## src/rtl/mips_pkg.sv

```systemverilog
// Shared MIPS core definitions: opcodes, control bundle layout and decode helpers.
package mips_pkg;

    // Control bundle, MSB first: regwrite,memread,memwrite,memtoreg,alusrc,regdst,branch,aluop[1:0]
    localparam int unsigned CTRL_W        = 9;
    localparam int unsigned CTRL_REGWRITE = 8;
    localparam int unsigned CTRL_MEMREAD  = 7;
    localparam int unsigned CTRL_MEMWRITE = 6;
    localparam int unsigned CTRL_MEMTOREG = 5;
    localparam int unsigned CTRL_ALUSRC   = 4;
    localparam int unsigned CTRL_REGDST   = 3;
    localparam int unsigned CTRL_BRANCH   = 2;
    localparam int unsigned CTRL_ALUOP_HI = 1;
    localparam int unsigned CTRL_ALUOP_LO = 0;

    localparam logic [CTRL_W-1:0] BUBBLE_CTRL = '0;

    localparam logic [5:0] OP_RTYPE = 6'h00;
    localparam logic [5:0] OP_BEQ   = 6'h04;
    localparam logic [5:0] OP_BNE   = 6'h05;
    localparam logic [5:0] OP_ADDI  = 6'h08;
    localparam logic [5:0] OP_ANDI  = 6'h0C;
    localparam logic [5:0] OP_ORI   = 6'h0D;
    localparam logic [5:0] OP_XORI  = 6'h0E;
    localparam logic [5:0] OP_LW    = 6'h23;
    localparam logic [5:0] OP_SW    = 6'h2B;

    // Instructions that actually read rt as a source operand.
    function automatic logic op_uses_rt(input logic [5:0] op);
        return (op == OP_RTYPE) || (op == OP_BEQ) || (op == OP_BNE) || (op == OP_SW);
    endfunction

    // Logical immediates are zero-extended; everything else sign-extends.
    function automatic logic op_zero_ext(input logic [5:0] op);
        return (op == OP_ANDI) || (op == OP_ORI) || (op == OP_XORI);
    endfunction

endpackage

```

## src/rtl/hazard_detect.sv

```systemverilog
// Load-use hazard compare between the load in EX and the source registers of the ID instruction.
module hazard_detect #(
    parameter int unsigned REG_ADDR_W         = 5,
    parameter bit          ZERO_REG_HARDWIRED = 1'b0
) (
    input  logic [REG_ADDR_W-1:0] ex_rt,
    input  logic                  ex_memread,
    input  logic                  ex_valid,
    input  logic [REG_ADDR_W-1:0] rs,
    input  logic [REG_ADDR_W-1:0] rt,
    input  logic                  rt_used,
    output logic                  hazard
);

    logic load_in_ex;
    logic dest_is_zero;

    assign load_in_ex   = ex_valid && ex_memread;
    // A load into a hardwired $0 never produces a value anyone can depend on.
    assign dest_is_zero = ZERO_REG_HARDWIRED && (ex_rt == '0);
    assign hazard       = load_in_ex && !dest_is_zero &&
                          ((ex_rt == rs) || (rt_used && (ex_rt == rt)));

endmodule

```

## src/rtl/id_ex_stage.sv

```systemverilog
// ID/EX pipeline register with writeback bypass, immediate extension and load-use bubble insertion.
module id_ex_stage #(
    parameter int unsigned DATA_W             = 32,
    parameter int unsigned REG_ADDR_W         = 5,
    parameter int unsigned CTRL_W             = mips_pkg::CTRL_W,
    parameter bit          ZERO_REG_HARDWIRED = 1'b0
) (
    input  logic                  clk,
    input  logic                  rst,
    input  logic                  id_valid,
    input  logic [31:0]           id_instr,
    input  logic [31:0]           id_pc4,
    input  logic [CTRL_W-1:0]     id_ctrl,
    input  logic [DATA_W-1:0]     rd1_in,
    input  logic [DATA_W-1:0]     rd2_in,
    input  logic                  wb_regwrite,
    input  logic [REG_ADDR_W-1:0] wb_reg,
    input  logic [DATA_W-1:0]     wb_data,
    input  logic                  flush,
    output logic                  stall_out,
    output logic                  ex_valid,
    output logic [CTRL_W-1:0]     ex_ctrl,
    output logic [DATA_W-1:0]     ex_rs_data,
    output logic [DATA_W-1:0]     ex_rt_data,
    output logic [DATA_W-1:0]     ex_imm,
    output logic [REG_ADDR_W-1:0] ex_rs,
    output logic [REG_ADDR_W-1:0] ex_rt,
    output logic [REG_ADDR_W-1:0] ex_rd,
    output logic [31:0]           ex_pc4
);

    import mips_pkg::*;

    logic [5:0]            opcode;
    logic [REG_ADDR_W-1:0] rs;
    logic [REG_ADDR_W-1:0] rt;
    logic [REG_ADDR_W-1:0] rd;
    logic [DATA_W-1:0]     rs_val;
    logic [DATA_W-1:0]     rt_val;
    logic [DATA_W-1:0]     imm_ext;
    logic                  rt_used;
    logic                  load_use;
    logic                  hazard;
    logic                  bubble;

    assign opcode  = id_instr[31:26];
    assign rs      = REG_ADDR_W'(id_instr[25:21]);
    assign rt      = REG_ADDR_W'(id_instr[20:16]);
    assign rd      = REG_ADDR_W'(id_instr[15:11]);
    assign rt_used = op_uses_rt(opcode);

    // The register file does not forward a same-cycle write, so bypass it here.
    always_comb begin
        rs_val = rd1_in;
        rt_val = rd2_in;
        if (wb_regwrite && (wb_reg == rs) && !(ZERO_REG_HARDWIRED && (rs == '0))) begin
            rs_val = wb_data;
        end
        if (wb_regwrite && (wb_reg == rt) && !(ZERO_REG_HARDWIRED && (rt == '0))) begin
            rt_val = wb_data;
        end
    end

    always_comb begin
        if (op_zero_ext(opcode)) begin
            imm_ext = {{(DATA_W-16){1'b0}}, id_instr[15:0]};
        end else begin
            imm_ext = {{(DATA_W-16){id_instr[15]}}, id_instr[15:0]};
        end
    end

    hazard_detect #(
        .REG_ADDR_W         (REG_ADDR_W),
        .ZERO_REG_HARDWIRED (ZERO_REG_HARDWIRED)
    ) u_hazard_detect (
        .ex_rt      (ex_rt),
        .ex_memread (ex_ctrl[CTRL_MEMREAD]),
        .ex_valid   (ex_valid),
        .rs         (rs),
        .rt         (rt),
        .rt_used    (rt_used),
        .hazard     (load_use)
    );

    assign hazard    = load_use && id_valid;
    // A flush squashes the dependent instruction anyway, so there is nothing to wait for.
    assign stall_out = hazard && !flush;
    assign bubble    = flush || hazard || !id_valid;

    always_ff @(posedge clk or negedge rst) begin
        if (!rst) begin
            ex_valid   <= 1'b0;
            ex_ctrl    <= BUBBLE_CTRL;
            ex_rs_data <= '0;
            ex_rt_data <= '0;
            ex_imm     <= '0;
            ex_rs      <= '0;
            ex_rt      <= '0;
            ex_rd      <= '0;
            ex_pc4     <= '0;
        end else if (bubble) begin
            ex_valid   <= 1'b0;
            ex_ctrl    <= BUBBLE_CTRL;
            ex_rs_data <= '0;
            ex_rt_data <= '0;
            ex_imm     <= '0;
            ex_rs      <= '0;
            ex_rt      <= '0;
            ex_rd      <= '0;
            ex_pc4     <= '0;
        end else begin
            ex_valid   <= 1'b1;
            ex_ctrl    <= id_ctrl;
            ex_rs_data <= rs_val;
            ex_rt_data <= rt_val;
            ex_imm     <= imm_ext;
            ex_rs      <= rs;
            ex_rt      <= rt;
            ex_rd      <= rd;
            ex_pc4     <= id_pc4;
        end
    end

endmodule

```

## config.mk

```make
export PLATFORM = sky130hd
export DESIGN_NAME = id_ex_stage
export DESIGN_NICKNAME = d
export VERILOG_FILES = /design/src/rtl/mips_pkg.sv /design/src/rtl/hazard_detect.sv /design/src/rtl/id_ex_stage.sv
export SDC_FILE = /design/constraint.sdc
export NUM_CORES = 1
export LEC_CHECK = 0
export CAP_MARGIN = 20
export CORE_AREA = 2 2 130 132
export DETAILED_ROUTE_END_ITERATION = 16
export DIE_AREA = 0 0 132 134
export GPL_TIMING_DRIVEN = 0
export HOLD_SLACK_MARGIN = 0.02
export PLACE_DENSITY = 0.81
export SYNTH_ARGS = -nofsm -noshare
export SYNTH_HDL_FRONTEND = slang
export SYNTH_SLANG_ARGS = --single-unit
```

## constraint.sdc

```tcl
create_clock -name clk -period 4.4 [get_ports clk]
set_input_delay 0.44 -clock clk [delete_from_list [all_inputs] [get_ports clk]]
set_output_delay 0.44 -clock clk [all_outputs]
set_load 0.02 [all_outputs]
```

==> run metrics <==
pins over their slew limit 0; DP Wirelength 16,100 um; multi-input logic area 1980 um^2; largest net degree at the start of global routing 95; Tmin final 3.96 ns; synth-to-layout area growth 74.6%; first-pass GRT wire length 32,200 um; Hold WS 0.496 ns; RSZ-0062 raised after global routing false; Final #Nets 1,049; syn_area_per_cell 11.0 um^2; post-synth top area share 58.5%; sequential cell area 3330 um^2; number of global-route vias before repair 5,772; Max Clock Freq 253 MHz; vias 5,512; CP Launch Type primary input; outcome complete, no violations; Post-DP Area 9320 um^2; Remaining DRCs 0; final setup violation count 0; Synth area leaders dfrtp_1 59%, nor3b_1 8.7%, a211oi_1 8.4%; Setup crit end kind primary output; class of the worst hold path primary input to async pin; TNS Setup 0 ns; CP required 3.96 ns; core area 16,300 um^2; Max IR drop VDD 232 uV; fin area 9930 um^2; FP Rows 47; Crit Path Class primary input to primary output; H-Tree Depth 4; total grt overflow 0; Yosys reg bits 133; Placed Instances 1,070; Most common cell on crit path clkdlybuf4s50_1; cell taking the most area after synthesis dfrtp_1; Synthesized Nets 696; Initial Util 34.9%; total power 3.33 mW; antenna violations before repair 0; Final Hold Vio Count 0; CTS tree yes; drt first pass iters 5; Chip Height 134 um; CTS root buf clkbuf_16; Syn Std Cell Area 5690 um^2; clk_lat worst skew 0.42 ns; worst-case clock buffer depth 2; CP Max Fanout 10; layout cells sized above 1 7.03%; yosys warns 0; post-cts sizing count 0; io pins 333; PwrDens 335 nW/um^2; Final Cycle Share 89.9%; Antenna diodes 0; relative slew slack 42.6%; DR iter-0 viols 246; Lkg Pwr 3.86 nW; GP Congestion 0.876; critical path's slowest cell clkdlybuf4s50_1; drt total wl 21,200 um; Max Cap Viol 0; Worst Path Arrival 3.52 ns; fillcell total 1,380; Layout Cells excl Fill 1,102; number of buffers created by CTS 17; commonest cells after routing, fill and taps aside 331 x clkdlybuf4s50_1, 133 x dfrtp_1, 66 x nor3b_1; Buf+Inv Stages, Crit Path 3; die area 17,700 um^2; Reg2Reg Launch Point ex_rt[2]$_DFF_PN0_; DRT antenna net count 0; Slew @ Worst Pin 0.854 ns; family with the most delay on the worst path buffers and inverters; sequential area share after synthesis 58.5%; Overall Global Routing Usage 24.0%; clk slew on worst S/H paths 0.06 ns; width of the chip 132 um; Layout Skew 0.00756 ns; CP startpoint id_instr[19]; synth unique cells 24; sinks on the clock net 133; Syn Inst Count 517; CP peak stage delay 0.66 ns; routed len/inst 19.2 um; # port buffers 332; # Post-CTS Setup Buffers 0; sequence of cells on the critical path clkdlybuf4s50_1, xor2_1, or4_1, a2111oi_4, buf_2, o21ba_2, clkdlybuf4s50_1; Via density 5.00; commonest non-fill, non-tap cell in the layout clkdlybuf4s50_1
## registers in the layout (all words and copies together) (netlist names)
name / flops
ex_pc4: 32
ex_rs_data: 32
ex_rt_data: 32
ex_imm: 13
ex_ctrl: 9
ex_rs: 5
ex_rt: 5
ex_rd: 4
ex_valid: 1
## routing by layer
metal | global-route usage [%] | wire length [um] | part of all wire, %
met3 | 7.52 | 1770 | 8.4
met2 | 41.9 | 10800 | 51
met5 | 0 | 0 | 0
met4 | 9.00 | 520 | 2.5
met1 | 27.8 | 8120 | 38
## where the power goes
part / switching, mW / internal (mW) / leakage (nW)
combinational: 0.266 / 0.300 / 1.78
clock: 0.554 / 0.920 / 0.285
sequential: 0.0173 / 1.27 / 1.79
total: 0.837 / 2.49 / 3.86
## per-stage QoR
step | worst slack [ns] | util [%]
final | 0.444 | 61.0
after global routing | 0.326 | 61.0
after CTS | 0.427 | 61.0
after detailed placement | 0.436 | 57.2
after global placement | -2.44 | 57.0
after floorplan | 1.92 | -
## layout make-up
type	instances	area share (%)
Clock buffer	20	4.60
Clock inverter	11	1.52
Sequential cell	133	33.5
Multi-Input combinational cell	307	20.0
Buffer	77	3.79
Timing Repair Buffer	334	33.8
Tap cell	220	2.77
## cells by family after synthesis
family / Yosys count / synth area share (%)
AO/OA/AOI/OAI: 132 / 15.0
XOR/XNOR: 20 / 3.08
AND/OR/NAND/NOR: 155 / 16.7
flip-flops: 133 / 58.5
buffers and inverters: 77 / 6.62
## Yosys cell counts
cell         n
o21ba_2      1
xor2_1       3
and2_1       2
nor3b_1     66
o21ai_0     64
nor3_1       3
nand3_1     65
a2111oi_4    1
o31ai_1      1
a211oi_1    64
buf_1        2
nand2b_1     1
buf_4       21
nand4_1      3
dfrtp_1    133
clkbuf_1    47
buf_2        7
or4_1        2
and4_1       2
nor2b_1      2
nor2_1       2
nand2_1      7
xnor2_1     17
a41o_1       1
## final timing paths
kind	end	slack, ns	cells past startpoint
setup / recovery	stall_out	0.44	7
hold / removal	ex_rs_data[1]$_DFF_PN0_	0.50	2
setup reg to reg	ex_rs_data[20]$_DFF_PN0_	1.54	6
hold reg to reg	ex_imm[30]$_DFF_PN0_	0.93	4
max in group asynchronous	ex_rt_data[29]$_DFF_PN0_	3.09	3
min in group clk	ex_ctrl[1]$_DFF_PN0_	0.58	2
## timing repair
item                       in CTS  in global routing
hold endpoints to repair       39                  0
setup endpoints to repair       0                  0
hold buffers                    1                  0
No activity file was read; power rests on OpenSTA's default activity.
